--- config.mk ---
export PLATFORM = sky130hd
export DESIGN_NAME = rd_port_arbiter
export DESIGN_NICKNAME = d
export VERILOG_FILES = /design/src/rtl/rd_arb_pkg.sv /design/src/rtl/rd_arb_tag_fifo.sv /design/src/rtl/rd_port_arbiter.sv
export SDC_FILE = /design/constraint.sdc
export NUM_CORES = 1
export LEC_CHECK = 0
export BUFFER_PORTS_ARGS = -buffer_cell sky130_fd_sc_hd__buf_2
export CORE_MARGIN = 2
export CORE_UTILIZATION = 45
export DETAILED_ROUTE_END_ITERATION = 16
export PLACE_DENSITY = 0.75
export SETUP_SLACK_MARGIN = 0.2
export SYNTH_ARGS = -nofsm -noshare
export SYNTH_HDL_FRONTEND = slang
export SYNTH_SLANG_ARGS = --single-unit
--- constraint.sdc ---
create_clock -name aclk -period 4.4 [get_ports aclk]
set_clock_uncertainty 0.15 [all_clocks]
set_input_delay 0.88 -clock aclk [delete_from_list [all_inputs] [get_ports aclk]]
set_output_delay 0.88 -clock aclk [all_outputs]
set_load 0.1 [all_outputs]
--- src/rtl/rd_arb_pkg.sv ---
// Shared definitions for the two-port read arbiter: default widths and requester id type.
package rd_arb_pkg;

  localparam int RD_ADDR_W = 8;
  localparam int RD_DATA_W = 16;

  // Requester identity: 0 = m0, 1 = m1
  typedef logic req_id_t;

endpackage

--- src/rtl/rd_arb_tag_fifo.sv ---
// Tag FIFO remembering which requester owns each outstanding memory read, in issue order.
module rd_arb_tag_fifo
  import rd_arb_pkg::*;
#(
  parameter int DEPTH = 8,
  parameter int CNT_W = $clog2(DEPTH) + 1
) (
  input  logic             clk,
  input  logic             rst,
  input  logic             push,
  input  req_id_t          push_id,
  input  logic             pop,
  output req_id_t          head_id,
  output logic [CNT_W-1:0] count,
  output logic             full,
  output logic             empty
);

  localparam int PTR_W = $clog2(DEPTH);

  logic [PTR_W-1:0] wr_ptr;
  logic [PTR_W-1:0] rd_ptr;
  req_id_t          tags [DEPTH];
  logic             do_push;
  logic             do_pop;

  assign full    = (count == CNT_W'(DEPTH));
  assign empty   = (count == '0);
  assign do_push = push && !full;
  assign do_pop  = pop && !empty;
  assign head_id = tags[rd_ptr];

  // Pointer and occupancy tracking; pointers wrap naturally since DEPTH is a power of two
  always_ff @(posedge clk) begin
    if (rst) begin
      wr_ptr <= '0;
      rd_ptr <= '0;
      count  <= '0;
    end else begin
      if (do_push) wr_ptr <= wr_ptr + 1'b1;
      if (do_pop)  rd_ptr <= rd_ptr + 1'b1;
      if (do_push && !do_pop)      count <= count + 1'b1;
      else if (do_pop && !do_push) count <= count - 1'b1;
    end
  end

  // Tag storage; contents are only meaningful between rd_ptr and wr_ptr so no reset needed
  always_ff @(posedge clk) begin
    if (do_push) tags[wr_ptr] <= push_id;
  end

endmodule

--- src/rtl/rd_port_arbiter.sv ---
// Round-robin arbiter sharing one in-order memory read port between two requesters,
// routing each response back to the requester that issued it.
module rd_port_arbiter
  import rd_arb_pkg::*;
#(
  parameter int ADDR_W    = RD_ADDR_W,
  parameter int DATA_W    = RD_DATA_W,
  parameter int MAX_OUTST = 8
) (
  input  logic                         aclk,
  input  logic                         reset_p,
  input  logic [ADDR_W-1:0]            m0_rd_addr,
  input  logic                         m0_rd_read,
  output logic                         m0_rd_gnt,
  output logic [DATA_W-1:0]            m0_rd_data,
  output logic                         m0_rd_valid,
  input  logic [ADDR_W-1:0]            m1_rd_addr,
  input  logic                         m1_rd_read,
  output logic                         m1_rd_gnt,
  output logic [DATA_W-1:0]            m1_rd_data,
  output logic                         m1_rd_valid,
  output logic [ADDR_W-1:0]            mem_rd_addr,
  output logic                         mem_rd_read,
  input  logic [DATA_W-1:0]            mem_rd_data,
  input  logic                         mem_rd_valid,
  output logic [$clog2(MAX_OUTST):0]   outst_cnt,
  output logic                         err_unexp
);

  req_id_t last_id;
  req_id_t head_id;
  logic    full;
  logic    empty;
  logic    pop;

  // A response only consumes a tag if one is actually outstanding
  assign pop = mem_rd_valid && !empty;

  rd_arb_tag_fifo #(
    .DEPTH (MAX_OUTST)
  ) u_tag_fifo (
    .clk     (aclk),
    .rst     (reset_p),
    .push    (mem_rd_read),
    .push_id (m1_rd_gnt),
    .pop     (pop),
    .head_id (head_id),
    .count   (outst_cnt),
    .full    (full),
    .empty   (empty)
  );

  // Grant selection: single requester wins outright, contention goes to the one not granted last
  always_comb begin
    m0_rd_gnt = 1'b0;
    m1_rd_gnt = 1'b0;
    if (!reset_p && !full) begin
      if (m0_rd_read && m1_rd_read) begin
        if (last_id == 1'b1) m0_rd_gnt = 1'b1;
        else                 m1_rd_gnt = 1'b1;
      end else if (m0_rd_read) begin
        m0_rd_gnt = 1'b1;
      end else if (m1_rd_read) begin
        m1_rd_gnt = 1'b1;
      end
    end
  end

  assign mem_rd_read = m0_rd_gnt | m1_rd_gnt;
  assign mem_rd_addr = m1_rd_gnt ? m1_rd_addr : m0_rd_addr;

  // Round-robin history; reset favours m0 on first contention
  always_ff @(posedge aclk) begin
    if (reset_p)          last_id <= 1'b1;
    else if (mem_rd_read) last_id <= m1_rd_gnt;
  end

  // Response routing: one-cycle registered strobe to the owner of the popped tag, data held otherwise
  always_ff @(posedge aclk) begin
    if (reset_p) begin
      m0_rd_valid <= 1'b0;
      m1_rd_valid <= 1'b0;
      m0_rd_data  <= '0;
      m1_rd_data  <= '0;
    end else begin
      m0_rd_valid <= pop && (head_id == 1'b0);
      m1_rd_valid <= pop && (head_id == 1'b1);
      if (pop && (head_id == 1'b0)) m0_rd_data <= mem_rd_data;
      if (pop && (head_id == 1'b1)) m1_rd_data <= mem_rd_data;
    end
  end

  // Sticky flag for a response arriving with nothing outstanding
  always_ff @(posedge aclk) begin
    if (reset_p)                    err_unexp <= 1'b0;
    else if (mem_rd_valid && empty) err_unexp <= 1'b1;
  end

endmodule

---- Yosys cells after proc, flatten, opt, wreduce, memory -nomap -nowiden ----
Memory sizes are Yosys's and may differ from the RTL's. A register that Yosys moved wholly into a read port is not among the register bits.
Index checks and enable logic that the tools add are counted.
cells by class
  $add $sub $neg .......................... 4
  eq/ne operators ......................... 1
  multiplexer cells ....................... 16
  bitwise operators ....................... 2
  reduce and logical (&&, ||, !) cells .... 17
operators with widths
  kind                                              count
  2-to-1 mux 1 bit                                  11
  logical AND 1 bit                                 10
  2-to-1 mux 4 bit                                  2
  2-to-1 mux 8 bit                                  1
  adder 3 x 1 -> 3 bit, second input constant       2
  2-to-1 mux 3 bit                                  2
  zero test 1 bit                                   5
  adder 4 x 1 -> 4 bit, second input constant       1
  equality test 4 bit, second input constant        1
  zero test 4 bit                                   1
  subtractor 4 x 1 -> 4 bit, second input constant  1
  nonzero test 2 bit                                1
  NOT 1 bit                                         1
  bitwise OR 1 bit                                  1
storage, ports and cells
  register bits after elaboration ......... 46
  RAM bits ................................ 8
  input port bits ......................... 37
  output and inout port bits .............. 50
  word-level logic and storage cells ...... 50
  memories kept ........................... 1
memories
  name             depth  width  read ports  clocked after Yosys merged registers in  write ports  RTL line               text
  u_tag_fifo.tags  8      1      1           1                                        1            rd_arb_tag_fifo.sv:23  req_id_t tags [DEPTH];

---- Depth between registers and ports, before layout ----
  depth in word-level cells ............... 10
  gate-level depth with buffers ........... 9
  depth with buffers taken out ............ 9

---- By module ----
From an unflattened synthesis, not the netlist that was laid out.
second synthesis, totals
  cells, all modules ...................... 253
  area total of the unflattened synthesis .. 2382.3 um^2
modules (own cells, without submodules)
  module           instances  cells each  area each (um^2)  seq. area each (um^2)
  rd_port_arbiter  1          169         1402.6            720.7
  rd_arb_tag_fifo  1          84          979.7             500.5

---- Worst setup path after synthesis ----
Ideal clock, no wire load.
  kind .................................... register to output
  start point ............................. reg u_tag_fifo.count[0]
  end point ............................... out mem_rd_read
  arrival ................................. 3.413 ns
  required time ........................... 3.370 ns
  setup slack ............................. -0.043 ns
  cell stages (with the launch flop) ...... 3
  path buffers ............................ 0
  cells stage by stage .................... dfxtp_1 > nor4b_2 > nor3_1
on the way
  longest elaborated chain between the ends .. 5
  elaborated cells between the ends (all ways) .. 6
  classes of those cells .................. eq/ne: 1; mux: 2; bitwise: 1; reduce/logical: 2
ends and longest elaborated chain
  element                  RTL line               text
  start, declared          rd_arb_tag_fifo.sv:14  output logic [CNT_W-1:0] count,
  start signal, assigned   rd_arb_tag_fifo.sv:42  if (do_push && !do_pop) count <= count + 1'b1;
  start signal, assigned   rd_arb_tag_fifo.sv:43  else if (do_pop && !do_push) count <= count - 1'b1;
  equality test 4 bit (*)  rd_arb_tag_fifo.sv:27  assign full = (count == CNT_W'(DEPTH));
  zero test 1 bit (*)      rd_port_arbiter.sv:57  if (!reset_p && !full) begin
  logical AND 1 bit (*)    rd_port_arbiter.sv:57
  2-to-1 mux 1 bit         rd_port_arbiter.sv:57
  bitwise OR 1 bit (*)     rd_port_arbiter.sv:69  assign mem_rd_read = m0_rd_gnt | m1_rd_gnt;
  end, declared            rd_port_arbiter.sv:23  output logic mem_rd_read,
Every way passes the cells marked *; elsewhere a longest branch is shown, timed or not.

---- Worst setup path in the final report ----
  start point ............................. reg u_tag_fifo.count[0]
  end point ............................... out mem_rd_addr[5]
on the way
  longest elaborated chain between the ends .. 5
ends and longest elaborated chain
  element              RTL line               text
  equality test 4 bit  rd_arb_tag_fifo.sv:27
  zero test 1 bit      rd_port_arbiter.sv:57
  logical AND 1 bit    rd_port_arbiter.sv:57
  2-to-1 mux 1 bit     rd_port_arbiter.sv:57
  2-to-1 mux 8 bit     rd_port_arbiter.sv:70  assign mem_rd_addr = m1_rd_gnt ? m1_rd_addr : m0_rd_addr;
  end, declared        rd_port_arbiter.sv:22  output logic [ADDR_W-1:0] mem_rd_addr,
Every way passes these cells.

==> summary.txt <==
Outcome
  – Status: complete, no violations

Setup path
  – Critical path buffers and inverters: 1
  – CP max stage cell: nor4b_2
  – Startpoint types: register
  – CP peak stage delay: 0.55 ns
  – Crit path required time: 3.37 ns
  – Worst Path Max Fanout: 9
  – Worst EP arrival: 2.30 ns
  – Crit-path cells: nor4b_2 -> nor2_1 -> nand3_2 -> mux2_2 -> buf_2
  – Critical path class: reg2out
  – CP delay by family, top: simple AND/OR/NAND/NOR gates
  – Worst Setup End Kind: primary output

Global route
  – Global-route wire length before repair: 8.01 mm
  – GR Overflow Total: 0
  – Vias in the first global route: 1799
  – Initial antenna violation count: 0
  – Pin count of the biggest net entering global routing: 62
  – Gr usage total: 16.5%

Floorplanning
  – FP Rows: 27
  – # IOs: 87
  – Die H: 79.7 um
  – Core area: 5510 um^2
  – Starting Density: 46.8%
  – Full die area: 6350 um^2
  – DIE WIDTH: 79.7 um

Final layout
  – Core Util, Final: 60.0%
  – Most common cell after layout, fill and taps aside: buf_2
  – Most frequent cells in the layout: 86 x buf_2, 51 x nand2b_1, 49 x dfxtp_1
  – Synthesis-to-finish area growth: 28.2%
  – Layout cells sized above 1: 34.7%
  – Multi-input logic area: 1280 um^2
  – Filler Cells Inserted: 478
  – Finished Layout Cells: 403
  – N_diodes: 0
  – Register Area: 1220 um^2
  – Finished Cell Area: 3300 um^2
  – Nets: 369

Pwr
  – Clock share of power: 25.0%
  – P_int: 1.30 mW
  – Reg power frac: 29.1%
  – Switching pwr: 1.17 mW
  – Leak: 1.58 nW
  – PD cells: 745 nW/um^2
  – Comb pwr share: 45.9%
  – Switching share of power: 47.3%
  – Power consumption: 2.46 mW
  – VDD IR-drop max: 0.397 mV

CTS
  – CTS tree: done
  – Post-CTS Hold Fix Bufs: 0
  – Post-CTS Setup Repair Bufs: 0
  – # H-tree levels: 3
  – Clock latency on the worst-skew pair: 0.33 ns
  – Worst-path clk slew: 0.06 ns
  – Sink Count: 57
  – Clock buffer count from CTS: 9
  – Root Buffer: clkbuf_8
  – Clock Path Buffers: 2
  – PostCTS Resize Cnt: 0

Timing
  – Headroom to the max-slew limit: 46.5%
  – Crit path time final: 3.33 ns
  – Hold WS: 0.315 ns
  – Final TNS setup: 0 ns
  – Final setup viols: 0
  – Worst slew pin tran: 0.799 ns
  – Fin worst setup slack: 1.07 ns
  – Final Max Tran Viols: 0
  – Final Hold Viols: 0
  – RSZ-0062 raised after global routing: false
  – Final period util: 75.7%
  – F_max: 300 MHz

Yosys
  – Post-Synthesis Cell Area: 2580 um^2
  – Mean Syn Cell Area: 10.7 um^2
  – Ys async rst share: 0%
  – Seq/Total Area, Yosys: 47.4%
  – Synth cell types: 37
  – Yosys Warn Count: 0
  – Post-Syn Nets: 284
  – Synthesized instance count: 241
  – Number of synthesized flops with an enable pin: 8
  – Post-synth top flop: dfxtp_1
  – Synth Register Bits: 57

Place
  – Placed cell area: 3050 um^2
  – DP HPWL: 3.49 mm
  – I/O Buffers: 86
  – Placed insts: 387
  – RD Place Congestion: 0.719
  – Placement Setup Slack: 1.17 ns

Routing
  – Drt first pass iters: 4
  – WL per Instance: 12.4 um
  – Post-Route WL: 4.99 mm
  – Vias: 1952
  – Vias/cell: 4.84
  – 1st-iter DRT viols: 66
  – Remaining routing DRC violations: 0
  – Antenna Nets Post-Route: 0

Min path
  – Worst Hold Class: reg2reg

Run
  – Max Cap Violations: 0
registers in the layout, summed over array words and instances (netlist names), named ones only:
register / count
err_unexp: 1
last_id: 1
m0_rd_data: 16
m0_rd_valid: 1
m1_rd_data: 16
m1_rd_valid: 1
u_tag_fifo.count: 4
u_tag_fifo.rd_ptr: 3
u_tag_fifo.tags: 8
u_tag_fifo.wr_ptr: 3
worst min-delay path, delay by kind of cell, from the launching register on:
kind | cells | cell delay (ns)
compound gates | 1 | 0.04
flops | 1 | 0.32
simple gates | 1 | 0.07
per-layer routing:
| metal | global-route usage [%] | wire length [um] |
|---|---|---|
| met1 | 20.7 | 2280 |
| met2 | 25.0 | 2310 |
| met3 | 5.32 | 319 |
| met4 | 8.79 | 76 |
| met5 | 0 | 0 |
synthesized netlist by cell type (2+ instances only):
cell,instances,share of area [%]
nor2_1,21,3.1
mux2_1,2,0.87
edfxtp_1,8,9.3
nor3b_1,4,1.2
nand2b_1,51,12
buf_2,3,0.58
nor3_1,3,0.58
xnor2_1,2,0.68
a21oi_1,5,0.97
mux2_2,7,3.1
dfxtp_1,49,38
mux2i_1,41,16
nor2b_1,2,0.49
buf_1,2,0.29
xor2_1,2,0.68
ha_1,5,2.4
nand2_1,5,0.73
clkbuf_1,7,1.0
inv_1,4,0.58
area by class of cell:
type	instances	area share [%]
clock buffers	12	4.70
clock inverters	4	2.99
inverters	4	0.454
multi-input cells	166	38.7
flip-flops and latches	57	37.0
well taps	72	2.73
repair buffers	88	13.5
worst paths after layout:
kind / from / to / slack, ns / depth (start not counted)
min: err_unexp / err_unexp / 0.32 / 2
max: u_tag_fifo.count[0] / mem_rd_addr[5] / 1.07 / 5
max reg2reg: u_tag_fifo.count[0] / u_tag_fifo.count[3] / 1.48 / 9
min reg2reg: err_unexp / err_unexp / 0.32 / 2
cells by family (layout without fill, tap and decap cells):
logic type / count (synthesis) / count (layout) / synth area share (%)
adder cells (fa/ha/maj): 6 / 6 / 3.20
AO/OA/AOI/OAI: 11 / 11 / 3.54
multiplexers: 50 / 50 / 19.9
flip-flops: 57 / 57 / 47.4
buffers and inverters: 18 / 108 / 3.20
AND/OR/NAND/NOR: 95 / 95 / 21.5
XOR/XNOR: 4 / 4 / 1.36
power by group through the flow:
stage               combinational [mW]  clock [mW]  sequential (mW)
floorplan                        0.419           0             1.28
global placement                  1.12           0            0.723
detailed placement                1.13           0            0.727
CTS                               1.14       0.629            0.717
global route                      1.19       0.653            0.731
finish                            1.13       0.616            0.717
Power figures use the tool's default switching activity.
